### config.mk
export PLATFORM = sky130hd
export DESIGN_NAME = rr_mux8_arbiter
export DESIGN_NICKNAME = d
export VERILOG_FILES = /design/src/rtl/rr_mux8_arbiter.sv
export SDC_FILE = /design/constraint.sdc
export NUM_CORES = 1
export LEC_CHECK = 0
export ABC_AREA = 1
export CAP_MARGIN = 20
export CORE_ASPECT_RATIO = 0.8
export CORE_MARGIN = 5
export CORE_UTILIZATION = 55
export CTS_BUF_LIST = sky130_fd_sc_hd__clkbuf_4
export DETAILED_ROUTE_END_ITERATION = 10
export PLACE_DENSITY = 0.91
export SYNTH_ARGS = -nofsm -noshare
export SYNTH_HDL_FRONTEND = slang
export SYNTH_SLANG_ARGS = --single-unit
### constraint.sdc
create_clock -name clk -period 4.67 [get_ports clk]
set_clock_uncertainty 0.1 [all_clocks]
set_input_delay 0.934 -clock clk [delete_from_list [all_inputs] [get_ports clk]]
set_output_delay 0.934 -clock clk [all_outputs]
set_load 0.02 [all_outputs]
### src/rtl/rr_mux8_arbiter.sv
// Round-robin arbiter that shares one 8:1 single-bit mux output among eight requesters.
// The burst length per grant is capped at MAX_BURST cycles; the released requester gets lowest priority.
module rr_mux8_arbiter #(
  parameter int unsigned MAX_BURST = 4,
  parameter int unsigned CNT_W     = 4
) (
  input  logic       clk,
  input  logic       rst,
  input  logic [7:0] req,
  input  logic [7:0] din,
  output logic [7:0] gnt,
  output logic [2:0] sel,
  output logic       y,
  output logic       valid
);

  localparam int unsigned N_REQ = 8;
  localparam int unsigned IDX_W = 3;

  typedef enum logic {IDLE, GRANT} state_t;

  state_t             state_q, state_d;
  logic [N_REQ-1:0]   gnt_d;
  logic [IDX_W-1:0]   sel_d;
  logic [IDX_W-1:0]   ptr_q, ptr_d;
  logic [IDX_W-1:0]   arb_ptr;
  logic [CNT_W-1:0]   cnt_q, cnt_d;
  logic               rearb;
  logic               rel;
  logic [IDX_W:0]     pick_res;

  // Returns {found, index} of the first set request searching from p upward with wrap.
  function automatic logic [IDX_W:0] pick(input logic [N_REQ-1:0] r, input logic [IDX_W-1:0] p);
    logic             found;
    logic [IDX_W-1:0] res;
    logic [IDX_W-1:0] idx;
    found = 1'b0;
    res   = p;
    idx   = p;
    for (int unsigned i = 0; i < N_REQ; i++) begin
      idx = IDX_W'(p + IDX_W'(i));
      if (!found && r[idx]) begin
        found = 1'b1;
        res   = idx;
      end
    end
    return {found, res};
  endfunction

  assign rel      = !req[sel] || (cnt_q == CNT_W'(MAX_BURST - 1));
  assign pick_res = pick(req, arb_ptr);

  always_comb begin
    state_d = state_q;
    gnt_d   = gnt;
    sel_d   = sel;
    cnt_d   = cnt_q;
    ptr_d   = ptr_q;
    arb_ptr = ptr_q;
    rearb   = 1'b0;

    case (state_q)
      IDLE: rearb = 1'b1;
      GRANT: begin
        if (rel) begin
          // Rotate past the released requester and re-arbitrate in the same edge.
          ptr_d   = IDX_W'(sel + IDX_W'(1));
          arb_ptr = IDX_W'(sel + IDX_W'(1));
          rearb   = 1'b1;
        end else begin
          cnt_d = CNT_W'(cnt_q + CNT_W'(1));
        end
      end
      default: state_d = IDLE;
    endcase

    if (rearb) begin
      if (pick_res[IDX_W]) begin
        gnt_d   = N_REQ'(1) << pick_res[IDX_W-1:0];
        sel_d   = pick_res[IDX_W-1:0];
        cnt_d   = '0;
        state_d = GRANT;
      end else begin
        gnt_d   = '0;
        state_d = IDLE;
      end
    end
  end

  always_ff @(posedge clk) begin
    if (rst) begin
      state_q <= IDLE;
      gnt     <= '0;
      sel     <= '0;
      cnt_q   <= '0;
      ptr_q   <= '0;
    end else begin
      state_q <= state_d;
      gnt     <= gnt_d;
      sel     <= sel_d;
      cnt_q   <= cnt_d;
      ptr_q   <= ptr_d;
    end
  end

  assign valid = (state_q == GRANT);
  assign y     = valid & din[sel];

endmodule

== After elaboration in Yosys (flattened, before gate mapping) ==
Index checks and enable logic that the tools add are counted.

* Shift operators: 1
* Add/subtract/negate cells: 9
* Bitwise logic cells: 2
* $lt $le $gt $ge: 9
* Mux-type cells: 45
* Equality and inequality tests: 1
* Reduce and logical (&&, ||, !) cells: 17

{| class="wikitable"
|+ Operator list
! cell !! count
|-
| $lt 3x4->1 const B || 9
|-
| $bmux 1 s3 || 10
|-
| $mux 3 || 9
|-
| $mux 1 || 20
|-
| $mux 4 || 4
|-
| $add 3x3->3 const B || 4
|-
| $logic_not 1->1 || 8
|-
| $mux 8 || 1
|-
| $shl 1x3->8 const A || 1
|-
| $logic_and 1x1->1 || 7
|-
| $add 3x1->3 const B || 2
|-
| $add 3x2->3 const B || 2
|-
| $add 4x1->4 const B || 1
|-
| $eq 4x2->1 const B || 1
|-
| $pmux 1 s2 || 1
|-
| $reduce_and 2->1 || 1
|-
| $and 1x1->1 || 1
|-
| $logic_or 1x1->1 || 1
|-
| $not 1->1 || 1
|}

* Output and inout bits: 13
* Flip-flop bits (word level): 19
* Input port bits: 18
* Word-level logic and storage cells: 89

== Longest topological paths before layout ==
Gate-level depths: netlist (run 1).

* Depth in word-level cells: 32
* Gate-level depth with buffers: 31
* Depth with buffers taken out: 29

== Least setup slack after synthesis (run 1) ==
No wires, ideal clock.

* Path type: input to register
* Start: in req[5]
* End: reg gnt[0]
* Library setup time: 128 ps
* Required time: 4442 ps
* Data arrival time: 3479 ps
* Stages on the path: 25
* Buffers on the path: 1
* Slack: 964 ps
* Cells stage by stage: inv_1 -> nand2_1 -> nand3_1 -> nand3_2 -> nand3_4 -> nand2_4 -> nand2_1 -> nand2_2 -> buf_6 -> ha_1 -> inv_1 -> nand3_1 -> nand3_1 -> nand2_2 -> nand3_4 -> nor2_8 -> nand4_4 -> nor2_4 -> nor2_1 -> nand2_2 -> nand2_2 -> nand2_1 -> nor2_1 -> nor2_1 -> nor2_1

* Longest elaborated chain between the ends: 32
* Elaborated cells on any way between the ends: 62
* Classes of those cells: add/sub: 7; shift: 1; mux: 38; reduce/logical: 16

{| class="wikitable"
|+ RTL lines
! what !! RTL line !! text
|-
| start: declaration || 9 || <nowiki>input logic [7:0] req,</nowiki>
|-
| $bmux 1 s3 * || 50 || <nowiki>assign rel = !req[sel] || (cnt_q == CNT_W'(MAX_BURST - 1));</nowiki>
|-
| $mux 1 (not written as such) * || 50 ||
|-
| $logic_not 1->1 * || 50 ||
|-
| $logic_or 1x1->1 * || 50 ||
|-
| $mux 3 * (2 in a row) || -- ||
|-
| net arb_ptr[1] || 26 || <nowiki>logic [IDX_W-1:0] arb_ptr;</nowiki>
|-
| parallel branches: the longest is 25 deep, another holds $add 3x1->3 || -- ||
|-
| $mux 8 * || 78 || <nowiki>if (pick_res[IDX_W]) begin</nowiki>
|-
| end signal: assignment || 99 || <nowiki>gnt <= gnt_d;</nowiki>
|-
| end: declaration || 11 || <nowiki>output logic [7:0] gnt,</nowiki>
|}

Mark *: on every way through the listed nets, which the timed path passes. The select of a mux whose other input is x is not followed.
A chain may end at the register's enable or synchronous reset.

== Worst setup path after layout (run 1) ==
* Start: in req[5]
* End: reg gnt[5]

* Longest elaborated chain between the ends: 32
* Elaborated cells on any way between the ends: 62
* Classes of those cells: add/sub: 7; shift: 1; mux: 38; reduce/logical: 16

{| class="wikitable"
|+ RTL lines
! what
|-
| parallel branches: the longest is 32 deep, another holds $add 3x1->3
|}

Parallel ways; which one is timed is not known. The select of a mux whose other input is x is not followed.

==> results of run 1 <==
## cells in the mapped netlist (2+ instances only)
cell type,count
o22ai_1,3
nand3_2,9
dfxtp_1,19
nand4_1,3
nand2_1,99
o21ai_0,7
nor2_1,37
inv_2,8
nand2_4,4
nand2_2,13
a21oi_1,7
nor2_4,3
a31oi_1,2
buf_6,2
clkbuf_1,2
xor2_1,4
inv_1,30
ha_1,3
nand3_4,3
nand3_1,66
nand2_8,2
## sequential cells by signal (all words and copies together), names as in the netlist
register	count
gnt	8
valid	1
sel	3
ptr_q	3
cnt_q	4
## metrics by stage
stage | hold WS [ns] | cells | setup slack, ns | instance area [um^2] | utilization (%)
2_1_floorplan | 0.375 | 336 | 0.964 | 2050 | -
3_3_place_gp | 0.356 | 404 | 0.310 | 2360 | 67.1
3_5_place_dp | 0.355 | 404 | 0.164 | 2360 | 67.1
4_1_cts | 0.372 | 408 | 0.473 | 2390 | 68.0
5_1_grt | 0.399 | 408 | 0.0801 | 2390 | 68.0
6_report | 0.369 | 408 | 0.415 | 2390 | 68.0
## layout by cell type, fill, tap and decap left out, types with 7 or more instances in the layout
cell type and instances:
nand2_1 99, nand3_1 66, nor2_1 37, inv_1 30, clkdlybuf4s50_1 30, dfxtp_1 19
nand2_2 13, nand3_2 9, inv_2 8, o21ai_0 7, a21oi_1 7
## worst max-delay path, cell delays in order
cell             delay [ns]
clkdlybuf4s50_1        0.44
inv_1                  0.14
nand2_1                0.07
nand3_1                0.11
nand3_2                0.10
nand3_4                0.15
nand2_4                0.12
nand2_1                0.11
nand2_2                0.15
ha_1                   0.43
inv_1                  0.15
nand3_1                0.11
nand3_1                0.10
nand2_2                0.12
nand2_1                0.12
nor2_4                 0.14
nand2_1                0.10
nand2_1                0.10
nand2_1                0.05
nand2_1                0.05
nand2_1                0.05
nand2_1                0.05
nand2_1                0.12
a21oi_1                0.15
nand3_1                0.09
a21oi_1                0.13
## worst paths after layout
kind              slack [ns]      to  cells after the start
hold reg to reg         0.37  gnt[6]                      2
setup reg to reg        0.93  gnt[5]                     24
hold / removal          0.37  gnt[6]                      2
setup / recovery        0.41  gnt[5]                     26
## final cells by class
class	count	area, um^2
Multi-Input combinational cell	273	1470
Clock buffer	4	30.0
Inverter	39	151
Timing Repair Buffer	31	308
Tap cell	42	52.6
Sequential cell	19	380
Fill cell	322	1130
## routing by layer
layer | wire, um | global-route usage, % | up-vias
met3 | 435 | 3.05 | 6
met2 | 2330 | 34.6 | 115
li1 | - | - | 1152
met1 | 2330 | 28.7 | 990
met4 | 40 | 4.80 | 0
met5 | 0 | 0 | -
## logic make-up after synthesis
logic type / Yosys count / share of synthesized area [%]
simple gates: 242 / 61.1
buf+inv: 44 / 9.60
xor+xnor: 5 / 2.14
flops: 19 / 18.6
compound gates: 23 / 6.78
fa+ha+maj: 3 / 1.83
==> impl.org, run 1 <==
** Timing
- In the final timing run, aggregate negative setup slack is 0 ns.
- The worst path in the final design needs a cycle of 4.26 ns, including I/O delays and setup.
- Derived from the worst setup path, the maximum achievable clock frequency is 235 MHz.
- Setup repair after global routing left no endpoint under its margin.
- Finish-stage setup viols :: 0
- Period utilization :: 91.1%
- Actual transition at the worst max-transition pin :: 0.508 ns
- Measured against its own limit, the worst slew margin works out to 66.1%.
- The final-report max-slew violation count is 0.
- Total count of hold-check failures in the final report :: 0

** Synthesis
- The cell count after synthesis came out at 336.
- Number of warnings reported in the yosys synthesis log :: 0
- The most used flip-flop cell after synthesis is dfxtp_1.
- Synthesis inferred 19 register bits.
- In this run, synthesis inferred 0 flip-flops with an integrated enable.
- Summed over its instances, the top area cell type makes up 18.6% of the synthesized netlist area.
- After synthesis, the share of flip-flops with an asynchronous set or reset is 0%.
- Summing every instance area after synthesis gives 2050 um^2.
- The synthesized design spends more area on one cell type than any other, namely dfxtp_1.
- Fraction of the yosys area taken by sequential cells :: 18.6%
- Count of cell types in the netlist :: 31
- The number of nets in the synthesized netlist is 357.
- Top cells by area, synth :: dfxtp_1 19%, nand2_1 18%, nand3_1 16%
- Mean cell area of the mapped netlist :: 6.09 um^2

** Clock network
- Hold buffer count at cts :: 0
- Count of buffers added by post-CTS timing repair for setup :: 0
- The tree is rooted in a clkbuf_4.
- Post-cts gate resize count :: 0
- In this run the number of H-tree levels came out at 1.
- Clk Latency, worst-skew pair :: 0.30 ns
- Buffers inserted during clock tree synthesis total 3.
- The tree built by TritonCTS fans out to 19 sinks.
- In this run the deepest clock path goes through 2 buffers.
- After clock tree synthesis, the clock-pin slew on the worst setup and hold paths is 0.10 ns.
- Clock tree from TritonCTS :: yes

** Min path
- The path class of the tightest hold or removal check is flop to flop.
- The startpoint identified for the worst hold timing path is gnt[6].

** Placed design
- Buffers added on ports :: 30
- After legalization and detailed placement, the total HPWL measured 4.23 mm.
- Final GP Congestion :: 0.979

** Routing
- The detailed router finished its first iteration with 232 violations.
- Summing over every cut layer, the via total after detailed routing is 2263.
- Vias per cell :: 5.55
- The detail route stage leaves a number of antenna-violating nets equal to 0.
- In the routed design, unresolved DRC markers number 0.
- Pre-Repair DR Iteration Count :: 5
- Summed over all layers, the routed wires come to 5.13 mm.
- Routed wire length per instance :: 12.6 um

** Critical path
- The worst setup path is launched from an input pin.
- The most critical setup path has its startpoint at req[5].
- The worst register-to-register path begins at sel[0].
- STA classifies the critical path endpoint as a flop.
- Along the worst path, the maximum fanout reaches 8.
- Classification of the worst setup path :: input pin to flop
- Worst EP arrival :: 4.39 ns
- Required time of the worst setup path :: 4.80 ns

** Flow run
- Total of max-cap violations :: 0

** Global routing
- Number of global-route vias before repair :: 1945
- The first global-routing pass estimated 8.71 mm of wire.
- Antenna violations before repair :: 0
- Grt total ovfl :: 0
- Largest net degree at the start of global routing :: 14
- Global routing consumed, over all layers together, 20.8% of the routing resources.

** Floorplan
- The floorplan step defined a die boundary enclosing 5050 um^2.
- Die width :: 78.2 um
- Row generation in the floorplan step produced 19 rows.
- The core region is 3520 um^2.
- I/O Pins :: 31
- The die is 64.6 um tall.
- Initial Util :: 58.2%

** Final layout
- Of the cells placed in the final design, the portion with a size suffix greater than 1 is 14.5%.
- Total number of nets in the final design :: 388
- The repair_antennas step left the layout with diodes totalling 0.
- Synthesis-to-finish area growth :: 16.9%

** Run status
- Status :: finished clean
Power of run 1 is not shown: default switching activity piles up to over one toggle a cycle in this logic, so the estimate is an artifact.
==> run 2: changes to the inputs <==
--- a/config.mk
+++ b/config.mk
@@ -11,6 +11,7 @@
 export CORE_MARGIN = 5
 export CORE_UTILIZATION = 55
 export CTS_BUF_LIST = sky130_fd_sc_hd__clkbuf_4
+export CTS_CLUSTER_SIZE = 8
 export DETAILED_ROUTE_END_ITERATION = 10
 export PLACE_DENSITY = 0.91
 export SYNTH_ARGS = -nofsm -noshare
==> results of run 2 <==
Same layout as run 1: the final DEF is identical, and so are final timing and power.
Power of run 2 is left out for the same reason.
